$ cat config.mk
export PLATFORM = sky130hd
export DESIGN_NAME = match_controller
export DESIGN_NICKNAME = d
export VERILOG_FILES = /design/src/rtl/vga_pkg.sv /design/src/rtl/match_controller.sv
export SDC_FILE = /design/constraint.sdc
export NUM_CORES = 1
export LEC_CHECK = 0
export BUFFER_PORTS_ARGS = -buffer_cell sky130_fd_sc_hd__buf_2
export CAP_MARGIN = 20
export CORE_ASPECT_RATIO = 1.25
export CORE_MARGIN = 2
export CORE_UTILIZATION = 50
export DETAILED_ROUTE_END_ITERATION = 10
export PLACE_DENSITY = 0.83
export REMOVE_ABC_BUFFERS = 1
export SETUP_SLACK_MARGIN = 0.2
export SLEW_MARGIN = 20
export SYNTH_ARGS = -nofsm -noshare
export SYNTH_HDL_FRONTEND = slang
export SYNTH_SLANG_ARGS = --single-unit
$ cat constraint.sdc
create_clock -name clk -period 2.06 [get_ports clk]
set_input_delay 0.412 -clock clk [delete_from_list [all_inputs] [get_ports clk]]
set_output_delay 0.412 -clock clk [all_outputs]
set_load 0.03 [all_outputs]
$ cat src/rtl/vga_pkg.sv
// ---------------------------------------------------------------------------
// vga_pkg
//  Screen geometry and game-state encoding shared by the match controller
//  and the ball / paddle / score-drawing logic.
// ---------------------------------------------------------------------------
package vga_pkg;

    localparam int HOR_PIXELS = 1024;
    localparam int VER_PIXELS = 768;

    typedef enum logic [1:0] {
        ST_START = 2'b00,
        ST_PLAY  = 2'b01,
        ST_POINT = 2'b10,
        ST_OVER  = 2'b11
    } game_state_t;

endpackage

$ cat src/rtl/match_controller.sv
// ---------------------------------------------------------------------------
// match_controller
//  Top-level pong game sequencer. Detects goals from the ball X position,
//  keeps both scores, holds a serve pause after every point and declares
//  the winner once either side reaches WIN_SCORE.
//
//  state    | meaning
//  ---------+---------------------------------------------------------
//  START    | idle, waiting for a start edge; last scores still shown
//  PLAY     | rally in progress, goal check on each timing_tick
//  POINT    | serve pause of SERVE_TICKS ticks, ball held at centre
//  OVER     | match decided, scores and winner frozen until start edge
//
//  Ports
//   clk          in   system clock
//   rst          in   synchronous reset, active-high
//   timing_tick  in   one-cycle frame pulse
//   start_btn    in   start/restart button level (already synchronised)
//   x_ball       in   ball X position (top-left corner)
//   state        out  game state (vga_pkg encoding)
//   score_left   out  left player score
//   score_right  out  right player score
//   point_pulse  out  one-cycle pulse on each registered goal
//   winner       out  0 = left won, 1 = right won; meaningful in OVER
// ---------------------------------------------------------------------------
module match_controller
    import vga_pkg::*;
#(
    parameter int WIN_SCORE   = 7,
    parameter int SERVE_TICKS = 60,
    parameter int GOAL_MARGIN = 8,
    parameter int BALL_SIZE   = 15
) (
    input  logic        clk,
    input  logic        rst,
    input  logic        timing_tick,
    input  logic        start_btn,
    input  logic [10:0] x_ball,
    output logic [1:0]  state,
    output logic [3:0]  score_left,
    output logic [3:0]  score_right,
    output logic        point_pulse,
    output logic        winner
);

    localparam int CNT_W = $clog2(SERVE_TICKS + 1);

    localparam logic [CNT_W-1:0] CNT_LAST     = CNT_W'(SERVE_TICKS - 1);
    localparam logic [3:0]       WIN_Q        = 4'(WIN_SCORE);
    localparam logic [10:0]      X_LEFT_GOAL  = 11'(GOAL_MARGIN);
    localparam logic [10:0]      X_RIGHT_GOAL = 11'(HOR_PIXELS - BALL_SIZE - GOAL_MARGIN);

    game_state_t      state_q, state_d;
    logic [3:0]       score_left_q, score_left_d;
    logic [3:0]       score_right_q, score_right_d;
    logic             point_pulse_q, point_pulse_d;
    logic             winner_q, winner_d;
    logic [CNT_W-1:0] serve_cnt_q, serve_cnt_d;
    logic             btn_prev_q;

    logic start_edge;
    logic goal_right;
    logic goal_left;
    logic match_won;

    assign start_edge = start_btn & ~btn_prev_q;

    // Left-edge condition takes priority if both edges ever overlap.
    assign goal_right = (x_ball <= X_LEFT_GOAL);
    assign goal_left  = ~goal_right & (x_ball >= X_RIGHT_GOAL);

    assign match_won  = (score_left_q == WIN_Q) || (score_right_q == WIN_Q);

    function automatic logic [3:0] sat_inc(input logic [3:0] s);
        return (s >= WIN_Q) ? WIN_Q : s + 4'd1;
    endfunction

    always_comb begin
        state_d       = state_q;
        score_left_d  = score_left_q;
        score_right_d = score_right_q;
        point_pulse_d = 1'b0;
        winner_d      = winner_q;
        serve_cnt_d   = '0;

        unique case (state_q)
            ST_START: begin
                if (start_edge) begin
                    state_d       = ST_PLAY;
                    score_left_d  = 4'd0;
                    score_right_d = 4'd0;
                    winner_d      = 1'b0;
                end
            end

            ST_PLAY: begin
                if (timing_tick && goal_right) begin
                    state_d       = ST_POINT;
                    score_right_d = sat_inc(score_right_q);
                    point_pulse_d = 1'b1;
                end else if (timing_tick && goal_left) begin
                    state_d       = ST_POINT;
                    score_left_d  = sat_inc(score_left_q);
                    point_pulse_d = 1'b1;
                end
            end

            ST_POINT: begin
                serve_cnt_d = serve_cnt_q;
                if (timing_tick) begin
                    if (serve_cnt_q == CNT_LAST) begin
                        serve_cnt_d = '0;
                        if (match_won) begin
                            state_d  = ST_OVER;
                            winner_d = (score_right_q == WIN_Q);
                        end else begin
                            state_d  = ST_PLAY;
                        end
                    end else begin
                        serve_cnt_d = serve_cnt_q + 1'b1;
                    end
                end
            end

            ST_OVER: begin
                if (start_edge) begin
                    state_d = ST_START;
                end
            end

            default: state_d = ST_START;
        endcase
    end

    always_ff @(posedge clk) begin
        if (rst) begin
            state_q       <= ST_START;
            score_left_q  <= 4'd0;
            score_right_q <= 4'd0;
            point_pulse_q <= 1'b0;
            winner_q      <= 1'b0;
            serve_cnt_q   <= '0;
            // A button held through reset must not look like a fresh press.
            btn_prev_q    <= 1'b1;
        end else begin
            state_q       <= state_d;
            score_left_q  <= score_left_d;
            score_right_q <= score_right_d;
            point_pulse_q <= point_pulse_d;
            winner_q      <= winner_d;
            serve_cnt_q   <= serve_cnt_d;
            btn_prev_q    <= start_btn;
        end
    end

    assign state       = state_q;
    assign score_left  = score_left_q;
    assign score_right = score_right_q;
    assign point_pulse = point_pulse_q;
    assign winner      = winner_q;

endmodule

## Yosys cells after proc, flatten, opt, wreduce, memory -nomap -nowiden

Cells that the tools add are included.

| storage, ports and cells | value |
|---|---|
| register bits | 19 |
| latch bits | 0 |
| bits in writable memories | 0 |
| memory bits (read-only) | 0 |
| input bits | 15 |
| output and inout port bits | 12 |
| word-level logic and storage cells | 71 |
| memories | 0 |

| cells by class | value |
|---|---|
| $add $sub $neg | 3 |
| multipliers | 0 |
| divide/modulo/power cells | 0 |
| $lt $le $gt $ge | 4 |
| eq/ne operators | 15 |
| shift operators | 0 |
| muxes and demuxes | 24 |
| bitwise gates (word level) | 6 |
| reductions and logical operators | 12 |

Operator list:

| operator | number |
|---|---|
| $mux W4 | 6 |
| $ne A2 B2 Y1 const B | 8 |
| $pmux W4 S2 | 2 |
| $mux W2 | 7 |
| $ge A11 B10 Y1 const B | 1 |
| $le A11 B4 Y1 const B | 1 |
| $reduce_and A5 Y1 | 2 |
| $add A4 B1 Y4 const B | 2 |
| $eq A4 B3 Y1 const B | 2 |
| $ge A4 B3 Y1 const B | 2 |
| $pmux W2 S4 | 1 |
| $add A6 B1 Y6 const B | 1 |
| $eq A6 B6 Y1 const B | 1 |
| $mux W1 | 6 |
| $mux W6 | 1 |
| $eq A2 B2 Y1 const B | 2 |
| $not A1 Y1 | 4 |
| $reduce_and A4 Y1 | 1 |
| $reduce_bool A2 Y1 | 2 |
| $reduce_or A2 Y1 | 2 |
| $ne A3 B3 Y1 const B | 1 |
| $reduce_and A3 Y1 | 1 |
| $and A1 B1 Y1 | 2 |
| $eq A2 B1 Y1 const B | 1 |
| 4 further kinds | 5 |

## Depth between registers and ports, before layout

Gate-level depths: netlist of the first run.

| depth | value |
|---|---|
| word-level depth | 7 |
| mapped depth | 5 |
| depth with buffers taken out | 5 |

## Worst setup path after synthesis of the first run

No wires, ideal clock.

| path | value |
|---|---|
| path type | input-to-reg |
| start | input port x_ball[7] |
| end | register score_right_q[0], in the netlist score_right[0] |
| library setup time | 131 ps |
| arrival time | 1632 ps |
| data required time | 1929 ps |
| slack | 297 ps |
| cell stages on the path | 4 |
| path buffers | 0 |
| cells stage by stage | or4_4 > or4_4 > o211ai_1 > a21oi_1 |

| on the way | value |
|---|---|
| cells in the longest elaborated chain, start to end | 4 |

Ends and longest elaborated chain:

| item | line | source |
|---|---|---|
| from (decl) | match_controller.sv:38 | `input logic [10:0] x_ball,` |
| $le A11 B4 Y1 | match_controller.sv:69 | `assign goal_right = (x_ball <= X_LEFT_GOAL);` |
| $logic_and A1 B1 Y1 | match_controller.sv:97 | `if (timing_tick && goal_right) begin` |
| $ne A2 B2 Y1 (no line) | n/a |  |
| $reduce_and A3 Y1 (no line) | n/a |  |
| to (signal assigned) | match_controller.sv:148 | `score_right_q <= score_right_d;` |
| to (decl) | match_controller.sv:55 | `logic [3:0] score_right_q, score_right_d;` |

Every way passes these cells.
A chain may end at the register's enable or synchronous reset.

## Final worst setup path of the first run

| path | value |
|---|---|
| start | input port x_ball[7] |
| end | register score_right_q[1], in the netlist score_right[1] |

The elaborated chain is that of the path after synthesis.

==> results of run 1 <==
==> area by class of cell <==
type	instances	area, µm²
well taps	20	25.0
multi-input cells	91	607
flip-flops and latches	19	380
repair buffers	27	138
fillers	173	749
clock buffers	4	26.3
inverters	3	11.3
==> worst paths after layout <==
path	from	end
worst max-delay path	x_ball[7]	score_right[1]
worst min-delay path	start_btn	btn_prev_q
worst max register to register	serve_cnt_q[0]	state[1]
worst min register to register	score_left[2]	score_left[2]
==> through the flow <==
step / cells / hold slack [ps] / setup WS [ps] / utilization [%]
3_5_place_dp: 160 / 505 / 137 / 59.9
5_1_grt: 164 / 331 / 319 / 61.3
3_3_place_gp: 160 / 487 / 163 / 59.9
4_1_cts: 164 / 334 / 447 / 61.3
2_1_floorplan: 113 / 481 / 308 / -
6_report: 164 / 348 / 434 / 61.3
==> metal layers <==
layer	global-route usage (%)	part of all wire (%)	vias to the layer above
met2	36.0	51	27
met4	10.1	0.56	0
met3	4.70	4.7	2
li1	-	-	491
met1	24.1	44	461
met5	0	0	-
==> cell usage in the layout (no fill, tap or decap), types with 2 or more instances in the layout <==
master and n:
a21o_1 2, a21oi_1 11, and3b_1 2, buf_2 26, clkbuf_4 3, dfxtp_1 19, ha_1 3, inv_1 3
mux2i_1 3, nand2_1 9, nand2b_1 5, nand3_1 5, nand3b_1 3, nand4_1 2, nor2_1 9, nor3_1 3
nor3b_1 2, o211ai_1 5, o31ai_1 2, or3_1 2, or4_4 2, xnor2_1 2, xor2_1 2
==> flip-flops by register name, summed over array words and instances, names as in the netlist <==
| signal | flops |
|---|---|
| btn_prev_q | 1 |
| point_pulse | 1 |
| score_left | 4 |
| score_right | 4 |
| serve_cnt_q | 6 |
| state | 2 |
| winner | 1 |
==> power breakdown <==
part	switching, µW	internal (µW)
logic	32.2	24.1
registers	4.21	370
clock network	107	75.2
==> critical path: cells and delay by family <==
family                 cells  cell delay, ps
and+or+nand+nor            2             990
AOI/OAI and AO/OA          2             290
buffers and inverters      1             110
==> cell families after synthesis <==
kind of cell	synth area share [%]
xor+xnor	3.48
compound gates	18.7
buf+inv	1.87
mux	4.10
flops	37.8
fa+ha+maj	3.73
simple gates	30.3
==> metrics, run 1 <==
outcome=complete, no violations; hold path depth=2; CP peak stage delay=530 ps; initial antenna violation count=0; Post-synth top flop=dfxtp_1; Post-CTS Setup Inserts=0; gr usage total=20.9%; register area share after synthesis=37.8%; gr ovfl total=0; post-cts resize count=0; synth warn=0; DRC=0; via count=981; Min-Delay Path Class=in -> reg; Final Cycle Share=78.9%; R2R depth=5; number of distinct library cells after synthesis=39; H-Tree Depth=1; post-route ant nets=0; Post-Syn Area=1010 µm²; Vias/cell=5.98; die height=54.2 µm; fin. max-slew vios=0; final number of setup-violating endpoints=0; top cell type's share of synthesized area=37.8%; Synth Area per Inst=8.75 µm²; P_leak=0.000466 µW; Hold Fails Final Rpt=0; Cells after Synth=115; area grow syn2layout=18.0%; first-pass GRT wire length=3.66 mm; DIE AREA=2390 µm²; Synth Register Bits=19; P per Cell Area=516 nW/µm²; Post-synth EDFFs=0; Critical Path AT=1790 ps; vias in the first global route=891; Fin Setup TNS=0 ps; Initial DRC Count=19; Setup Skew=9.13 ps; clk_lat worst skew=290 ps; fraction of layout instances using a drive strength above 1=25.0%; num rows=18; largest net degree at the start of global routing=18; Starting Density=51.9%; most used cell, CP=or4_4; Fmax=615 MHz; cell taking the most area after synthesis=dfxtp_1; placer congestion estimate=0.792; worst path cell trace=buf_2 -> or4_4 -> or4_4 -> o211ai_1 -> a21oi_1; WL final=2.13 mm; CTS tree=built; crit path launch type=primary input; cts hold-fix bufs=0; total core area=1940 µm²; top-count cell post-synth=dfxtp_1; post-route design area=1190 µm²; Crit-path slowest cell=or4_4; total power draw=613 µW; Inserted Clock Buffers=3; Detailed Routing Iterations Pass 1=4; Die W=44.1 µm; type of the worst setup path=in -> reg; clk root buf=clkbuf_4; io pins=27; nets=163; Post-synth ARST share=0%; max-cap viol count=0; Max FO, Critical Path=4; max_slew headroom=67.7%; Placed Area=1160 µm²; VDD IR-drop max=427 µV; detailed placement HPWL=1.67 mm; clock-pin slew on the worst setup and hold paths=110 ps; crit end category=flip-flop; top post-synthesis cells by area=dfxtp_1 38%, a21oi_1 5.5%, ha_1 3.7%, o211ai_1 3.7%, nand2_1 3.4%; R2R Setup Slk=460 ps; Clock Sinks=19; worst path required time=2230 ps; ANT cells=0; RSZ-0062 raised after global routing=no; crit path time final=1630 ps; worst slew pin tran=481 ps; synth cell count leaders=19 x dfxtp_1, 11 x a21oi_1, 9 x nand2_1, 9 x nor2_1; Longest Clk Path Bufs=2; IO Port Bufs=26; routed len/inst=13.0 µm
Note: power is estimated with default switching activity, not from simulation.
==> run 2: changes to the inputs <==
Clock period 2.06 ns to 1.7 ns, I/O delays scaled along.
==> run 2 against run 1 <==
  * Wire length up 16%
  * Sequential power grew 21%
  * First-iteration DRC count is 16% lower
  * Critical endpoint is now score_right[3]
  * Critical path type unchanged
  * Power is 25% higher
  * Via count up 2.3%
==> metrics, run 2 (same netlist as run 1, synthesis figures left out) <==
worst slew pin tran=379 ps (-102 ps); crit path launch type=primary input; most used cell, CP=or4_4; Min-Delay Path Class=in -> reg; clk_lat worst skew=310 ps (+20 ps); placer congestion estimate=0.791 (-0.19%); via count=1004 (+2.3%); commonest non-fill, non-tap cells in the layout=25 x buf_2, 14 x dfxtp_1, 11 x a21oi_1, 9 x nor2_1, 8 x nand2_1; nets=169 (+3.7%); P_leak=0.000503 µW (+8.0%); CP peak stage delay=530 ps (about the same); register area=387 µm² (+1.6%); CTS tree=built; H-Tree Depth=1 (unchanged); setup ws final=159 ps (-275 ps); fraction of layout instances using a drive strength above 1=36.0% (+11 points); first-pass GRT wire length=3.77 mm (+3.0%); Fmax=649 MHz; WL final=2.47 mm (+16%); Clock Power Share=30.8% (+1.1 points); post-route ant nets=0 (unchanged); Internal Power=574 µW (+22%); Inserted Clock Buffers=3 (unchanged); max-cap viol count=0 (unchanged); Critical Path AT=1730 ps (-60 ps); ANT cells=0 (unchanged); final number of setup-violating endpoints=0 (unchanged); area grow syn2layout=29.6%; fin. max-slew vios=0 (unchanged); detailed placement HPWL=1.77 mm (+5.7%); Biggest register=serve_cnt_q; combinational share of power=9.9% (+0.7 points); type of the worst setup path=in -> reg; DIE AREA=2390 µm² (unchanged); VDD IR-drop max=434 µV (+1.8%); Vias/cell=5.91 (-1.3%); gr usage total=22.0% (+1.1 points); clk root buf=clkbuf_4; Initial DRC Count=16 (-3); worst slack at placement=-154 ps (-291 ps); Detailed Routing Iterations Pass 1=4 (unchanged); gr ovfl total=0 (unchanged); total core area=1940 µm² (unchanged); Hold Fails Final Rpt=0 (unchanged); hold path depth=2 (unchanged); Final Cycle Share=90.6%; num rows=18 (unchanged); switching share of power=25.2% (+1.8 points); die height=54.2 µm (unchanged); Starting Density=51.9% (unchanged); crit path time final=1540 ps; largest net degree at the start of global routing=18 (unchanged); multi-input logic area=666 µm² (+9.7%); Clock Sinks=19 (unchanged); initial antenna violation count=0 (unchanged); clock-pin slew on the worst setup and hold paths=110 ps (about the same); routed len/inst=14.5 µm (+12%); max_slew headroom=74.4% (+6.7 points); cts hold-fix bufs=0 (unchanged); vias in the first global route=878 (-1.5%); worst path required time=1890 ps (-340 ps); RSZ-0062 raised after global routing=yes; io pins=27 (unchanged); worst path cell trace=buf_6 -> or4_4 -> or4_4 -> o211ai_1 -> a21oi_1; Largest register FFs=6 (unchanged); outcome=complete, no violations; Max FO, Critical Path=4 (unchanged); Setup Skew=2.48 ps (-6.65 ps); P per Cell Area=588 nW/µm² (+14%); DRC=0 (unchanged); IO Port Bufs=26 (unchanged); R2R depth=4 (-1); crit end category=flip-flop; Longest Clk Path Bufs=2 (unchanged); sw power=193 µW (+34%); Die W=44.1 µm (unchanged); fillers=159 (-8.1%); total power draw=767 µW (+25%); most common cell after layout, fill and taps aside=buf_2; Crit-path slowest cell=or4_4; Reg power frac=59.3% (-1.8 points)
run 2: final timing paths:
path	to	slack [ps]	startpoint
max	score_right[3]	160	x_ball[7]
min	btn_prev_q	260	start_btn
max reg2reg	state[1]	250	serve_cnt_q[3]
min reg2reg	score_left[2]	530	score_left[2]
run 2: final cells by class:
cell class,instances,area share (%)
Sequential cell,19,29.7
Timing Repair Buffer,33,14.5
Clock buffer,4,2.02
Tap cell,20,1.92
Multi-Input combinational cell,91,51.1
Inverter,3,0.864
run 2: worst max-delay path, delay by kind of cell:
kind / cells / cell delay (ps)
simple gates: 2 / 990
compound gates: 2 / 310
buf+inv: 1 / 90
run 2: power groups by stage:
stage	Clock (µW)	Sequential (µW)	Combinational, µW
final	236	455	76.3
after detailed placement	0	464	69.6
after global routing	264	456	82.8
after CTS	240	454	72.1
after floorplan	0	468	26.9
after global placement	0	464	67.0
run 2: per-stage QoR:
stage / cell area (µm²) / hold slack [ps] / TNS (ps) / instances / util, %
floorplan: 998 / 409 / 0 / 113 / -
global placement: 1180 / 486 / -539 / 163 / 61.1
detailed placement: 1180 / 509 / -743 / 163 / 61.1
CTS: 1250 / 255 / 0 / 168 / 64.3
global route: 1300 / 255 / 0 / 170 / 67.3
finish: 1300 / 258 / 0 / 170 / 67.3
run 2: routing by layer:
metal	global-route usage, %	vias to the layer above	part of all wire (%)
li1	-	502	-
met1	21.4	462	40
met2	42.4	34	53
met3	4.36	6	4.8
met4	12.1	0	2.1
met5	0	-	0
run 2: repair_timing:
action / in CTS / in global routing
gates resized for setup: 9 / 7
setup buffers: 1 / 2
pin swaps: 1 / 5
setup endpoints to repair: 6 / 7
==> run 3: changes to the inputs <==
Settings changed: BUFFER_PORTS_ARGS -buffer_cell sky130_fd_sc_hd__buf_2 to -buffer_cell sky130_fd_sc_hd__buf_4, RECOVER_POWER from default to 25.
==> run 3 against run 2 <==
  * Non-clock buffer count is 1 higher
  * Setup slack improved by 27 ps
  * Fmax up 1.8%
  * Power up 0.35%
  * First-iteration DRC count down 13%
  * Utilization grew 2.7 points
  * Die area unchanged
  * Clock power shrank 3%
==> metrics, run 3 (same netlist as run 1, synthesis figures left out) <==
total power draw=770 µW (+0.35%); gr ovfl total=0 (unchanged); crit path launch type=flip-flop; P_leak=0.000500 µW (-0.65%); Initial DRC Count=14 (-2); initial antenna violation count=0 (unchanged); Critical Path AT=1750 ps (+20 ps); commonest non-fill, non-tap cells in the layout=29 x buf_4, 16 x dfxtp_1, 11 x a21oi_1, 9 x nor2_1, 8 x nand2_1; crit path time final=1510 ps (-26.7 ps); IO Port Bufs=26 (unchanged); Vias/cell=5.90 (about the same); P per Cell Area=568 nW/µm² (-3.5%); Setup Skew=2.48 ps (-0.00555 ps); Clock Sinks=19 (unchanged); register area=384 µm² (-0.65%); first-pass GRT wire length=3.82 mm (+1.1%); Final Cycle Share=89.1% (-1.6 points); RSZ-0062 raised after global routing=yes; Fmax=660 MHz (+1.8%); Biggest register=serve_cnt_q; clock-pin slew on the worst setup and hold paths=100 ps (about the same); Placed Area=1250 µm² (+5.5%); WL final=2.49 mm (+0.89%); Min-Delay Path Class=in -> reg; DRC=0 (unchanged); largest net degree at the start of global routing=18 (unchanged); Fin Setup TNS=0 ps (unchanged); nets=170 (+0.59%); outcome=complete, no violations; area grow syn2layout=34.8%; final number of setup-violating endpoints=0 (unchanged); type of the worst setup path=reg -> reg; VDD IR-drop max=449 µV (+3.3%); Die W=44.1 µm (unchanged); detailed placement HPWL=1.80 mm (+1.8%); post-route design area=1360 µm² (+4.0%); Inst Count DP=163 (unchanged); placer congestion estimate=0.806 (+1.8%); Detailed Routing Iterations Pass 1=4 (unchanged); vias in the first global route=927 (+5.6%); crit end category=flip-flop; DIE AREA=2390 µm² (unchanged); Hold Fails Final Rpt=0 (unchanged); max_slew headroom=54.0% (-20 points); die height=54.2 µm (unchanged); via count=1009 (+0.50%); fin. max-slew vios=0 (unchanged); clk root buf=clkbuf_4; gr usage total=21.7% (-0.29 points); num rows=18 (unchanged); worst slew pin tran=690 ps (+311 ps); fillers=167 (+5.0%); max-cap viol count=0 (unchanged); routed len/inst=14.6 µm (+0.30%); Largest register FFs=6 (unchanged); CTS tree=built; clk_lat worst skew=300 ps (about the same); most common cell after layout, fill and taps aside=buf_4; post-route ant nets=0 (unchanged); Longest Clk Path Bufs=2 (unchanged); H-Tree Depth=1 (unchanged); cts hold-fix bufs=0 (unchanged); Starting Density=51.9% (unchanged); fin util=70.0% (+2.7 points); fraction of layout instances using a drive strength above 1=31.1% (-4.9 points); worst path required time=1930 ps (+40 ps); total core area=1940 µm² (unchanged); fin cells=171 (+0.59%); multi-input logic area=666 µm² (unchanged); Max FO, Critical Path=4 (unchanged); Inserted Clock Buffers=3 (unchanged); io pins=27 (unchanged); ANT cells=0 (unchanged)
## run 3: cell types whose count changed in the layout (fill, tap and decap cells not counted), sizes merged
cell    change
buf         -3
clkbuf      +4
## run 3: cell type report
class | instances | share of cell area, %
inverter | 3 | 0.830
multi-input combinational | 91 | 49.1
clock buffer | 4 | 1.94
tap | 20 | 1.85
timing repair buffer | 34 | 18.0
sequential | 19 | 28.3
## run 3: metrics by stage
stage / hold WS, ps / worst slack [ps]
6_report: 248 / 186
5_1_grt: 245 / 131
4_1_cts: 243 / 195
3_5_place_dp: 511 / -140
3_3_place_gp: 490 / -115
2_1_floorplan: 409 / 20.4
## run 3: metal layers
metal | global-route usage (%) | wire, µm | vias to the layer above
li1 | - | - | 504
met1 | 23.8 | 988 | 468
met2 | 40.2 | 1370 | 32
met3 | 2.68 | 90 | 5
met4 | 11.1 | 42 | 0
met5 | 0 | 0 | -
## run 3: worst max-delay path, cell delays in order (launching register included)
cell	delay, ps
dfxtp_1	440
ha_4	180
nand3b_1	130
or4_1	430
a21o_1	170
a21oi_1	110
## run 3: where the power goes
part           internal, µW  total, µW  switching, µW
registers               449        455           6.09
logic                  41.5       84.4           42.8
clock network          91.6        230            139
total                   582        770            187
## run 3: worst paths after layout
path / cells after the start / slack (ps) / startpoint / to
worst max-delay path: 5 / 190 / score_right[1] / winner
worst min-delay path: 2 / 250 / start_btn / btn_prev_q
worst max register to register: 5 / 190 / score_right[1] / winner
worst min register to register: 2 / 520 / winner / winner
## run 3: what timing repair did
action	in CTS	in global routing
endpoints found under the setup margin	7	5
pin swaps	3	2
gates resized for setup	10	5
setup buffers	2	2
cloned	0	0
